`config.mk`:
```
export PLATFORM = sky130hd
export DESIGN_NAME = exec_writeback
export DESIGN_NICKNAME = d
export VERILOG_FILES = /design/src/rtl/exec_writeback.sv
export SDC_FILE = /design/constraint.sdc
export NUM_CORES = 1
export LEC_CHECK = 0
export ABC_AREA = 1
export BUFFER_PORTS_ARGS = -buffer_cell sky130_fd_sc_hd__buf_2
export CAP_MARGIN = 25
export CORE_MARGIN = 1.5
export CORE_UTILIZATION = 55
export CTS_CLUSTER_SIZE = 40
export DETAILED_ROUTE_END_ITERATION = 8
export PLACE_DENSITY = 0.81
export SYNTH_ARGS = -nofsm -noshare
export SYNTH_HDL_FRONTEND = slang
export SYNTH_SLANG_ARGS = --single-unit
```
`constraint.sdc`:
```
create_clock -name clk -period 9.1 [get_ports clk]
set_clock_uncertainty 0.15 [all_clocks]
set_input_delay 0 -clock clk [delete_from_list [all_inputs] [get_ports clk]]
set_output_delay 0 -clock clk [all_outputs]
set_load 0.03 [all_outputs]
```
`src/rtl/exec_writeback.sv`:
```
// exec_writeback: execute-stage writeback queue sitting directly behind the ALU.
// Holds ALU results and status flags in order and retires one entry per
// commit handshake. On retirement it writes the register file through a
// registered port and updates the architectural flags. It also forwards the
// youngest pending flag value back to the ALU.
module exec_writeback #(
    parameter int DEPTH  = 2,
    parameter int DATA_W = 32,
    parameter int REG_AW = 3
) (
    input  logic              clk,
    input  logic              rst_n,
    input  logic              in_valid,
    output logic              in_ready,
    input  logic [DATA_W-1:0] in_result,
    input  logic [4:0]        in_status,
    input  logic [REG_AW-1:0] in_dest,
    input  logic              in_no_wr,
    input  logic              in_flags_wr,
    input  logic              flush,
    output logic              commit_valid,
    input  logic              commit_ready,
    output logic [DATA_W-1:0] commit_result,
    output logic [REG_AW-1:0] commit_dest,
    output logic              rf_wr_en,
    output logic [REG_AW-1:0] rf_wr_addr,
    output logic [DATA_W-1:0] rf_wr_data,
    output logic [4:0]        flags_q,
    output logic [4:0]        status_fwd
);

    localparam int AW = (DEPTH > 1) ? $clog2(DEPTH) : 1;
    localparam logic [AW:0] DEPTH_C = (AW + 1)'(DEPTH);

    // Entry storage; deliberately not reset, since only entries below count are ever observed.
    logic [DATA_W-1:0] result_mem   [DEPTH];
    logic [4:0]        status_mem   [DEPTH];
    logic [REG_AW-1:0] dest_mem     [DEPTH];
    logic              no_wr_mem    [DEPTH];
    logic              flags_wr_mem [DEPTH];

    logic [AW-1:0]     rd_ptr_q, rd_ptr_d;
    logic [AW-1:0]     wr_ptr_q, wr_ptr_d;
    logic [AW:0]       count_q, count_d;
    logic [4:0]        flags_d;
    logic              rf_wr_en_q, rf_wr_en_d;
    logic [REG_AW-1:0] rf_wr_addr_q;
    logic [DATA_W-1:0] rf_wr_data_q;
    logic [4:0]        fwd_d;

    logic enq_fire;
    logic deq_fire;
    logic retire;

    // Handshakes are qualified so that a flush cancels both the enqueue and the dequeue.
    assign in_ready     = (count_q != DEPTH_C);
    assign commit_valid = (count_q != '0);
    assign enq_fire     = in_valid & in_ready & ~flush;
    assign deq_fire     = commit_valid & commit_ready;
    assign retire       = deq_fire & ~flush;

    // Head is gated with commit_valid so the outputs stay defined while the queue is empty.
    assign commit_result = commit_valid ? result_mem[rd_ptr_q] : '0;
    assign commit_dest   = commit_valid ? dest_mem[rd_ptr_q]   : '0;

    assign rf_wr_en   = rf_wr_en_q;
    assign rf_wr_addr = rf_wr_addr_q;
    assign rf_wr_data = rf_wr_data_q;
    assign status_fwd = fwd_d;

    // Write the incoming ALU result into the tail slot.
    always_ff @(posedge clk) begin
        if (enq_fire) begin
            result_mem[wr_ptr_q]   <= in_result;
            status_mem[wr_ptr_q]   <= in_status;
            dest_mem[wr_ptr_q]     <= in_dest;
            no_wr_mem[wr_ptr_q]    <= in_no_wr;
            flags_wr_mem[wr_ptr_q] <= in_flags_wr;
        end
    end

    // Next-state for pointers, count, flags and the registered write port.
    always_comb begin
        rd_ptr_d   = rd_ptr_q;
        wr_ptr_d   = wr_ptr_q;
        count_d    = count_q;
        flags_d    = flags_q;
        rf_wr_en_d = 1'b0;
        if (flush) begin
            rd_ptr_d = '0;
            wr_ptr_d = '0;
            count_d  = '0;
        end else begin
            // Pointer width equals log2(DEPTH), so the increment wraps naturally.
            if (enq_fire) wr_ptr_d = wr_ptr_q + 1'b1;
            if (deq_fire) rd_ptr_d = rd_ptr_q + 1'b1;
            if (enq_fire && !deq_fire) count_d = count_q + 1'b1;
            else if (!enq_fire && deq_fire) count_d = count_q - 1'b1;
            if (retire && flags_wr_mem[rd_ptr_q]) flags_d = status_mem[rd_ptr_q];
            rf_wr_en_d = retire & ~no_wr_mem[rd_ptr_q];
        end
    end

    // Queue control and architectural flag state.
    always_ff @(posedge clk or negedge rst_n) begin
        if (!rst_n) begin
            rd_ptr_q <= '0;
            wr_ptr_q <= '0;
            count_q  <= '0;
            flags_q  <= '0;
        end else begin
            rd_ptr_q <= rd_ptr_d;
            wr_ptr_q <= wr_ptr_d;
            count_q  <= count_d;
            flags_q  <= flags_d;
        end
    end

    // Registered register-file write port; address and data hold between strobes.
    always_ff @(posedge clk or negedge rst_n) begin
        if (!rst_n) begin
            rf_wr_en_q   <= 1'b0;
            rf_wr_addr_q <= '0;
            rf_wr_data_q <= '0;
        end else begin
            rf_wr_en_q <= rf_wr_en_d;
            if (rf_wr_en_d) begin
                rf_wr_addr_q <= dest_mem[rd_ptr_q];
                rf_wr_data_q <= result_mem[rd_ptr_q];
            end
        end
    end

    // Scan oldest to youngest so the last flag-writing match is the youngest one.
    always_comb begin
        logic [AW-1:0] idx;
        idx   = '0;
        fwd_d = flags_q;
        for (int i = 0; i < DEPTH; i++) begin
            idx = rd_ptr_q + AW'(i);
            if (((AW + 1)'(i) < count_q) && flags_wr_mem[idx]) fwd_d = status_mem[idx];
        end
    end

endmodule

```
Yosys cells after proc, flatten, opt, wreduce, memory -nomap -nowiden:

Memories as Yosys holds them, arrays and structs flattened.
Index checks and enable logic that the tools add are counted.

* $add $sub $neg: 4
* multipliers: 0
* div/mod/pow operators: 0
* order comparisons: 2
* equality and inequality tests: 1
* shifts and indexed selects: 0
* multiplexer cells: 14
* bitwise logic cells: 7
* reduce and logical (&&, ||, !) cells: 12

Operators by type and width (count)
* 32-bit two-way mux: 1
* 5-bit two-way mux: 2
* 1-bit two-way mux: 7
* 2-bit two-way mux: 3
* 2-bit nonzero test: 3
* 1-bit bitwise AND: 5
* 1-bit logical AND: 5
* 1-bit by 2-bit < comparator with 1-bit output (first input constant): 2
* 3-bit two-way mux: 1
* 3-bit nonzero test: 1
* 1-bit adder (second input constant): 2
* 2-bit by 1-bit adder with 2-bit output (second input constant): 1
* 1-bit zero test: 2
* 2-bit inequality test (second input constant): 1
* 1-bit NOT: 2
* 2-bit AND reduction: 1
* 2-bit by 1-bit subtractor with 2-bit output (second input constant): 1

* register bits after elaboration: 45
* latch bits: 0
* bits in writable memories: 84
* ROM bits: 0
* bits of input ports: 47
* output and inout port bits: 83
* logic and storage cells: 52
* memories kept: 5

Memories
* result_mem: depth 2, width 32, read ports 1, clocked after Yosys merged registers in 0, wr ports 1, line 36 `logic [DATA_W-1:0] result_mem [DEPTH];`
* status_mem: depth 2, width 5, read ports 2, clocked after Yosys merged registers in 0, wr ports 1, line 37 `logic [4:0] status_mem [DEPTH];`
* dest_mem: depth 2, width 3, read ports 1, clocked after Yosys merged registers in 0, wr ports 1, line 38 `logic [REG_AW-1:0] dest_mem [DEPTH];`
* flags_wr_mem: depth 2, width 1, read ports 2, clocked after Yosys merged registers in 0, wr ports 1, line 40 `logic flags_wr_mem [DEPTH];`
* no_wr_mem: depth 2, width 1, read ports 1, clocked after Yosys merged registers in 0, wr ports 1, line 39 `logic no_wr_mem [DEPTH];`

Longest topological paths before layout:

Gate-level depths: netlist of run 1.

* word-level depth: 8
* gate-level depth with buffers: 10
* mapped depth without buffers: 9

Worst setup path after synthesis of run 1:

OpenSTA, ideal clock, no wires.

* kind: flip-flop to flip-flop
* from: register count_q[0]
* to: memory dest_mem[1][0] (enable)
* setup time: 0.493 ns
* arrival time: 3.563 ns
* path slack: 4.894 ns
* stages on the path, launching flop included: 4
* path buffers: 0
* clock period less this slack: 4.206 ns
* path through: dfrtp_1 -> inv_1 -> ha_1 -> nor3_1

* longest elaborated chain between the ends: 5

Ends and longest elaborated chain
* start: declaration: line 44 `logic [AW:0] count_q, count_d;`
* start signal: assignment: line 114 `count_q <= count_d;`
* 2-bit inequality test: line 56 `assign in_ready = (count_q != DEPTH_C);`
* 1-bit bitwise AND (2 in a row): line 58 `assign enq_fire = in_valid & in_ready & ~flush;`
* 1-bit two-way mux: line 73 `if (enq_fire) begin`
* 1-bit two-way mux (not written as such): line 76 `dest_mem[wr_ptr_q] <= in_dest;`
* end: declaration: line 38

Every way passes these cells.

Worst setup path after layout of run 1:

* from: register count_q[1]
* to: register count_q[0]

* longest elaborated chain between the ends: 6
* elaborated cells on any way between the ends: 12

Ends and longest elaborated chain (line)
* 2-bit inequality test / 2-bit nonzero test (equally long branches): 56, 57
* 1-bit bitwise AND, on equally long branches: 58, 59
* 1-bit bitwise AND / 1-bit zero test (equally long branches): 58, 97
* 1-bit logical AND / 1-bit zero test (equally long branches): 97, 98
* 2-bit two-way mux / 1-bit logical AND (equally long branches): 97, 98
* 2-bit two-way mux / 3-bit nonzero test (equally long branches)

Parallel ways exist; a longest one is shown, timed or not.
A chain may end at the register's enable or synchronous reset.

==> run summary, run 1 <==
The number of library cell types mapped by synthesis came out at 30. The number of instances in the synthesized netlist came out at around 450. After detailed placement, the total cell area comes to 6180 µm². The remaining global-route overflow is 0. The tree is rooted in a clkbuf_8. Clock latency on the worst-skew pair, taken at its later pin, is 0.51 ns.

The finished cells cover 7290 µm². The remaining max-slew budget at the tightest pin is 44.3%. The count of nets left with antenna violations once routing finished came out at 0.

The largest area contributor in the netlist is edfxtp_1. Synthesis produced a netlist with a net count of approximately 500. The post-synthesis async set-or-reset flop share came out at about a third. After detailed routing, the total wire length is 11,500 µm. The number of input and output port buffers inserted came out at between 100 and 150. In the synthesized netlist the dominant register cell turns out to be edfxtp_1. The data required time at the worst endpoint came out at 9.34 ns. The standard-cell row count is 36.

In this run the power density over the cells is approximately 330 nW/µm². The peak supply drop came out at between 0.0002 and 0.00025 V. The buffers inserted during post-CTS setup optimization is 0. The height of the die came out at ~100 µm. Cells with a size suffix above 1 make up 42.0% of the layout. For this design, the slowest cell found on the critical path is ha_2.

The path category of the worst min-delay check is primary input to flop. The die area is 10,600 µm². The ratio of final minimum period to clock period came out at 36.0%. The number of buffer and inverter instances along the worst setup path came out at 5. The critical path's largest stage delay is between 0.7 and 0.8 ns. The synthesized cell area is 5510 µm². For the pin with the worst max-slew slack, the measured transition is 0.836 ns. By instance count, the cell type seen most on the critical path is nand2_1. Dividing the detail-routed wire length by the instance count gives 14.8 µm. The cell family contributing the most delay on the critical path is buffers and inverters. In this run the critical register-to-register path is captured at count_q[0]$_DFFE_PN0P_. The post-DP HPWL came out at 7000 µm. Averaged over all synthesized cells, the footprint is approximately 12 µm². The number of global-route vias before repair is just under 4,000.

The number of DRC markers in iteration 0 is 173. The maximum clock frequency came out at 305 MHz. The pin count of the biggest net entering global routing is 72. The layout overhead on the synthesized area is 32.4%. The initial utilization of the core area, before any placement, comes to 56.6%. In the routed design, unresolved DRC markers number 0. The flow ran to the end, and the final reports show no timing, DRC or antenna violations. The critical path is of the flop to flop type. The first-pass GRT wire length came out at 18,000 µm. The number of filler instances in the final layout came out at 634.

The maximum buffer depth of the clock tree came out at 2. Setup repair after global routing left no endpoint under its margin. The final setup violation count is 0. The initial antenna violation count is 0. After layout, the worst setup slack is just under 6 ns.

The H-tree was split into 4 levels. The max-slew violation count came out at 0. The core box area is 9730 µm².

The via density per instance is 5.03. The share of the yosys chip area belonging to registers is around 66%. Of all nets on the critical path, the largest fanout is 36. STA classifies the critical path startpoint as a flop. The detailed router placed about 3,900 vias in this run. STA classifies the critical path endpoint as a flop. The clock tree from TritonCTS is built.

The fraction of post-synthesis cell area in the top cell type by area is a little under half. The number of cells traversed by the worst register-to-register path is 11. The worst-case register-to-register setup slack came out at 5.82 ns.

Post-CTS repair changed the size of 0 cells. The max-capacitance violation count is 0. The die boundary width came out at around 100 µm. The total of warnings raised by yosys is 0. The static leakage came out at around 3.2 nW. Data arrives at the worst endpoint at 3.52 ns. The startpoint identified for the worst register-to-register timing path is count_q[1]$_DFFE_PN0P_.

The tree built by TritonCTS fans out to 129 sinks. The time the final worst path needs with I/O delays and setup is 3.28 ns. The number of synthesized flops with an enable pin is 84. The terminating pin of the worst hold path is dest_mem[0][1]$_DFFE_PP_. The startpoint identified for the worst hold timing path is in_dest[1].

At the end of routability-driven placement, the weighted congestion stood at 0.843. The setup TNS came out at 0 ns. The global-route total usage across every layer is 23.2%. The worst slack at placement is around 6.2 ns. The top-level I/O count came out at 130. The number of antenna repair diodes came out at 0.

The number of hold buffers added after CTS came out at roughly 50. Walking the worst path, the cells encountered are inv_1, ha_2, inv_8, nand2_4, inv_1, nand2_1, nand2_1, nand2_1, dlygate4sd3_1, nand2_1, dlygate4sd3_1. Yosys attributes the largest share of cell area to edfxtp_1 46%, dfrtp_1 20%, o21ai_2 5.6%. The number of hold-slack violations in the final timing report is 0. The first-pass detailed-route iteration total came out at 4. The clock-pin slew on the worst setup and hold paths came out at 0.06 ns. The synthesized design contains 129 register bits.

The count of cells along the worst hold path came out at 2. The post-layout net count is 684. The total clock buffers created by CTS came out at 17.
kinds of logic (layout without fill, tap and decap cells):
| group | after synthesis | in the layout | synth area share, % |
|---|---|---|---|
| buf+inv | 49 | 244 | 5.43 |
| simple gates | 186 | 186 | 17.3 |
| flops | 129 | 129 | 66.2 |
| fa+ha+maj | 3 | 3 | 0.682 |
| compound gates | 85 | 85 | 10.3 |
flip-flops by register name, indices dropped and copies added, names as in the netlist:
signal	flops
count_q	2
dest_mem	6
flags_q	5
flags_wr_mem	2
no_wr_mem	2
rd_ptr_q	1
result_mem	64
rf_wr_addr	3
rf_wr_data	32
rf_wr_en	1
status_mem	10
wr_ptr_q	1
area by class of cell:
class / count / area (µm²) / area share [%]
multi-input cells: 274 / 1580 / 21.6
flip-flops and latches: 129 / 3650 / 50.0
repair buffers: 185 / 1220 / 16.8
well taps: 133 / 166 / 2.28
clock inverters: 12 / 140 / 1.92
inverters: 27 / 111 / 1.53
clock buffers: 20 / 425 / 5.83
layer usage:
| layer | track usage [%] | wire (µm) |
|---|---|---|
| met3 | 7.73 | 632 |
| met2 | 38.9 | 5810 |
| met5 | 0 | 0 |
| met1 | 28.1 | 4930 |
| met4 | 8.94 | 141 |
cells in the mapped netlist, types with 3 or more instances:
library cell and instances:
edfxtp_1 84, dfrtp_1 45, nand2_1 45, nor2_1 40
o21ai_2 35, nand2_2 34, or2_2 30, o21ai_1 29
inv_1 24, nand3_1 20, o21ai_0 17, buf_6 13
buf_2 5, nand4_1 5, or2_1 5, clkbuf_1 3
ha_1 3
worst max-delay path by stage:
stage                           start                        end  slack [ns]  cells past startpoint
6_report       count_q[1]$_DFFE_PN0P_     count_q[0]$_DFFE_PN0P_        5.82                     11
5_1_grt        count_q[1]$_DFFE_PN0P_     count_q[0]$_DFFE_PN0P_        5.62                     11
4_1_cts        count_q[1]$_DFFE_PN0P_     count_q[0]$_DFFE_PN0P_        5.87                     11
3_5_place_dp   count_q[1]$_DFFE_PN0P_  rf_wr_data[8]$_DFFE_PN0P_        6.15                      8
3_3_place_gp   count_q[1]$_DFFE_PN0P_  rf_wr_data[8]$_DFFE_PN0P_        6.24                      8
2_1_floorplan  count_q[0]$_DFFE_PN0P_   dest_mem[1][0]$_DFFE_PP_        4.89                      3
through the flow:
step	instances	util, %	total power, mW	hold slack, ns
3_3_place_gp	696	63.5	1.75	0.0387
2_1_floorplan	452	-	1.53	-0.446
3_5_place_dp	696	63.5	1.77	0.0424
5_1_grt	780	74.9	2.57	0.0391
4_1_cts	777	74.3	2.44	0.0329
6_report	780	74.9	2.44	0.0563
layout by cell type, fill, tap and decap left out, types with 17 or more instances in the layout:
master / n
dfrtp_1: 45
nand2_1: 45
o21ai_1: 29
or2_2: 30
edfxtp_1: 84
nand3_1: 20
buf_2: 129
inv_1: 24
dlygate4sd3_1: 50
nand2_2: 34
nor2_1: 39
o21ai_0: 17
o21ai_2: 35
power by group:
group | internal, mW | switching, mW | leakage [nW] | total (mW)
Sequential | 0.749 | 0.0747 | 1.33 | 0.824
Clock | 0.414 | 0.238 | 0.282 | 0.652
Combinational | 0.292 | 0.671 | 1.63 | 0.963
Total | 1.45 | 0.984 | 3.24 | 2.44
Note: power is estimated with default switching activity, not from simulation.
==> run 2, diff against run 1 <==
Settings changed: ABC_AREA 1 to 0, CORE_UTILIZATION 55 to 52, PLACE_DENSITY 0.81 to 0.79.
Clock period 9.1 ns to 3.4 ns, I/O delays scaled along.
==> run 2 against run 1 <==
Against the previous run:
- hold slack gained 0.022 ns
- via count shrank 12%
- cell count shrank 12%
- design area shrank 5.5%
- combinational power grew to 2.8 times the previous value
- non-clock buffer count grew 2
- flip-flop and latch count is the same
- worst setup slack lost 5.3 ns
- power grew to 2.7 times the previous value
- clock-buffer cell count shrank 1
- critical path type is now flop to output pin
- critical endpoint is now status_fwd[2]
- largest power group unchanged
- highest routed layer unchanged
==> run summary, run 2 <==
The run finished with clean final reports. The end of the worst register-to-register path is count_q[1]$_DFFE_PN0P_. The initial standard-cell utilization of the core came to 54.0% (-2.6 points). The share of layout cells above drive strength 1 was 31.6% (-10 points).

By count the netlist is led by 84 x edfxtp_1, 74 x nor2_1, 45 x dfrtp_1. The overall power of the completed layout came out at 6.70 mW (+170%). The slowest stage of the critical path belongs to the cell dfrtp_2. The maximum buffer depth of the clock tree came out at 2 (unchanged).

The buffer type at the clock tree root is clkbuf_8. The source-to-sink clock delay at the later pin of the worst-skew pair came to 0.49 ns (-0.02 ns). The core box area was 9330 µm² (-4.1%). Counting flops per register, the top entry is result_mem. The worst hold path begins at in_result[10].

The remaining global-route overflow was 0 (unchanged). In the post-synthesis netlist, the cell with the most instances is edfxtp_1. The worst slack on hold paths is 0.0782 ns (+0.0220 ns). The number of global-route vias before repair was 3,499 (-9.3%). The cell area reported after detailed placement is 5810 µm² (-5.9%). The max-slew violation count is 0 (unchanged). The total of warnings raised by yosys is 0 (unchanged). The fraction of post-synthesis cell area in the top cell type by area came to 50.1% (+4.3 points). The top-level I/O count came out at 130 (unchanged). The number of input and output port buffers inserted is 129 (unchanged).

The total clock sinks is 129 (unchanged). The kind of start point of the critical path is a flop. The most crowded layer after global routing is met2. By startpoint and endpoint, the worst setup path is classified as flop to output pin. The maximum clock frequency came out at about 350 MHz. The first-pass GRT wire length is 16,500 µm (-8.4%). The critical path starts at rd_ptr_q$_DFFE_PN0P_. The post-synth net total is 408 (-19%). The number of antenna repair diodes came to 0 (unchanged). The critical path's largest stage delay is 0.80 ns (+0.04 ns). The height of the die came out at 101 µm (-1.6%). The number of synthesized flops with an enable pin is 84 (unchanged). The final setup violation count came to 0 (unchanged). The vias after detailed routing is 3,470 (-12%).

The remaining max-slew budget at the tightest pin was 55.5% (+11 points). The startpoint identified for the worst register-to-register timing path is count_q[1]$_DFFE_PN0P_. The number of hold-slack violations in the final timing report is 0 (unchanged).

The signal on the critical path passes through mux2i_1, nor3_2, a22oi_1, o22ai_1, buf_2. The post-layout net count is 594 (-13%). The measured slew at the worst slew-check pin was 0.668 ns (-0.167 ns). The clock-pin slew on the worst setup and hold paths is 0.06 ns (about the same).

The share of the yosys chip area belonging to registers is 72.5% (+6.2 points). The path category of the worst min-delay check is primary input to flop. The post-synthesis async set-or-reset flop share came to 34.9% (unchanged). The largest total area in the synthesized netlist belongs to edfxtp_1. The die boundary width was 101 µm (-1.6%). The library cell used most frequently in the layout, excluding fill and tap cells, is buf_2. The number of flip-flops and latches in the synthesized netlist is 129 (unchanged). Yosys attributes the largest share of cell area to edfxtp_1 50%, dfrtp_1 22%, mux2i_1 8.2%. The time the final worst path needs with I/O delays and setup is ~2.8 ns. The post-DP HPWL was 6540 µm (-6.6%). The flip-flop count of the largest register, all copies and words added came out at 64 (unchanged). The data required time at the worst endpoint came to 3.25 ns (-6.09 ns).

The final weighted congestion in routability-driven placement is 0.806 (-4.4%). The terminating pin of the worst hold path is result_mem[0][10]$_DFFE_PP_. The die area came out at 10,300 µm² (-3.2%).

The power density relative to cell area is 972 nW/µm² (+190%). The count of cells along the worst hold path is 2 (unchanged). The maximum level of the CTS H-tree came out at 4 (unchanged).

The wire length reported by the detailed router came out at 10,700 µm (-6.6%). The global-route total usage across every layer is 21.5% (-1.7 points). The standard-cell row count is 35 (-2.8%). The peak supply drop came out at 0.000593 V (+170%).

The max-capacitance violation count came out at 0 (unchanged). After layout, the worst path uses 83.2% of the clock period. The static leakage is 2.79 nW (-14%). The pin count of the biggest net entering global routing came to 46 (-36%).

The initial antenna violation count is 0 (unchanged). The via density per instance came out at 5.06 (+0.50%). In the layout the commonest cells are 129 x buf_2, 84 x edfxtp_1, 74 x nor2_1, 49 x dlygate4sd3_1, 44 x dfrtp_1.

Among all flip-flop cells after synthesis, the most frequent one is edfxtp_1. The post-route DRC violation count came to 0 (unchanged). The worst-case register-to-register setup slack is 0.69 ns (-5.13 ns). The global routing usage on met2 is 37.5% (-1.3 points). The number of library cell types mapped by synthesis was 32 (+6.7%).

The arrival time reported for the critical path endpoint came out at 2.68 ns (-0.84 ns). The remaining number of nets flagged by the antenna check after routing came out at 0 (unchanged). The number of DRC markers in iteration 0 came out at 170 (-1.7%).

The setup TNS was 0 ns (unchanged). The first-pass detailed-route iteration total is 4 (unchanged). The synthesized cell area was 5030 µm² (-8.6%).

The total clock buffers created by CTS came out at 17 (unchanged). TritonCTS built the clock tree. The met3 global-route usage is 4.97% (-2.8 points). The cell area after layout is 6890 µm² (-5.5%). Setup repair after global routing left no endpoint under its margin. The number of cells upsized or downsized after cts is 0 (unchanged).

Compared with the post-synthesis result, the final layout area differs by 36.9%. The number of filler instances in the final layout is 619 (-2.4%). The wire length per cell is 15.7 µm (+6.2%). The number of cells traversed by the worst register-to-register path came out at 7 (-4). The routing usage on met1 came out at 26.6% (-1.4 points). The maximum fanout count along the critical path is 23 (-36%). The number of instances in the synthesized netlist is 358 (-21%). The worst setup path is captured at an output pin. The average instance area after synthesis came out at 14.1 µm² (+15%).
==> run 2: per-layer routing <==
metal | vias up | part of all wire, %
li1 | 1671 | -
met1 | 1670 | 42
met2 | 116 | 52
met3 | 13 | 4.2
met4 | 0 | 1.4
met5 | - | 0
==> run 2: layout make-up <==
type                       instances  area, µm²  share of cell area (%)
clock buffer                      19        422                    6.12
clock inverter                    13        140                    2.03
inverter                           5       18.8                   0.272
multi-input combinational        204       1280                    18.5
sequential                       129       3650                    52.9
tap                              129        161                    2.34
timing repair buffer             187       1220                    17.8
==> run 2: where the power goes <==
part           internal [mW]  total [mW]  switching, mW  leakage, nW
Clock                   1.04        1.69          0.645        0.264
Combinational          0.848        2.73           1.88         1.24
Sequential              2.04        2.28          0.239         1.29
Total                   3.94        6.70           2.77         2.79
==> run 2: critical path, delay by kind of cell (launching register included) <==
family / cells / cell delay (ns)
mux: 1 / 0.24
compound gates: 2 / 0.39
simple gates: 1 / 0.51
buf+inv: 1 / 0.24
flops: 1 / 0.80
==> run 2: metrics by stage <==
step	instances	utilization, %	worst slack (ns)
floorplan	358	-	0.227
global placement	604	62.3	1.25
detailed placement	604	62.3	1.11
CTS	684	73.5	0.564
global route	686	73.9	0.398
finish	686	73.9	0.572
==> run 2: repair_timing <==
action | 4_1_cts | 5_1_grt
endpoints found under the setup margin | 0 | 0
hold endpoints to repair | 139 | 23
setup buffers | 0 | 0
hold buffers | 48 | 1
==> run 2: kinds of logic (layout without fill, tap and decap cells) <==
| kind of cell | after synthesis | after routing | synth area share, % |
|---|---|---|---|
| buf+inv | 25 | 224 | 2.61 |
| simple gates | 92 | 92 | 7.53 |
| xor+xnor | 4 | 4 | 0.696 |
| flops | 129 | 129 | 72.5 |
| compound gates | 63 | 63 | 7.58 |
| mux | 42 | 42 | 8.37 |
| fa+ha+maj | 3 | 3 | 0.746 |
==> run 2: worst max-delay path by stage <==
stage,cells after the start,endpoint
2_1_floorplan,4,dest_mem[1][0]$_DFFE_PP_
3_3_place_gp,8,status_fwd[2]
3_5_place_dp,8,status_fwd[2]
4_1_cts,8,status_fwd[2]
5_1_grt,8,status_fwd[2]
6_report,5,status_fwd[2]
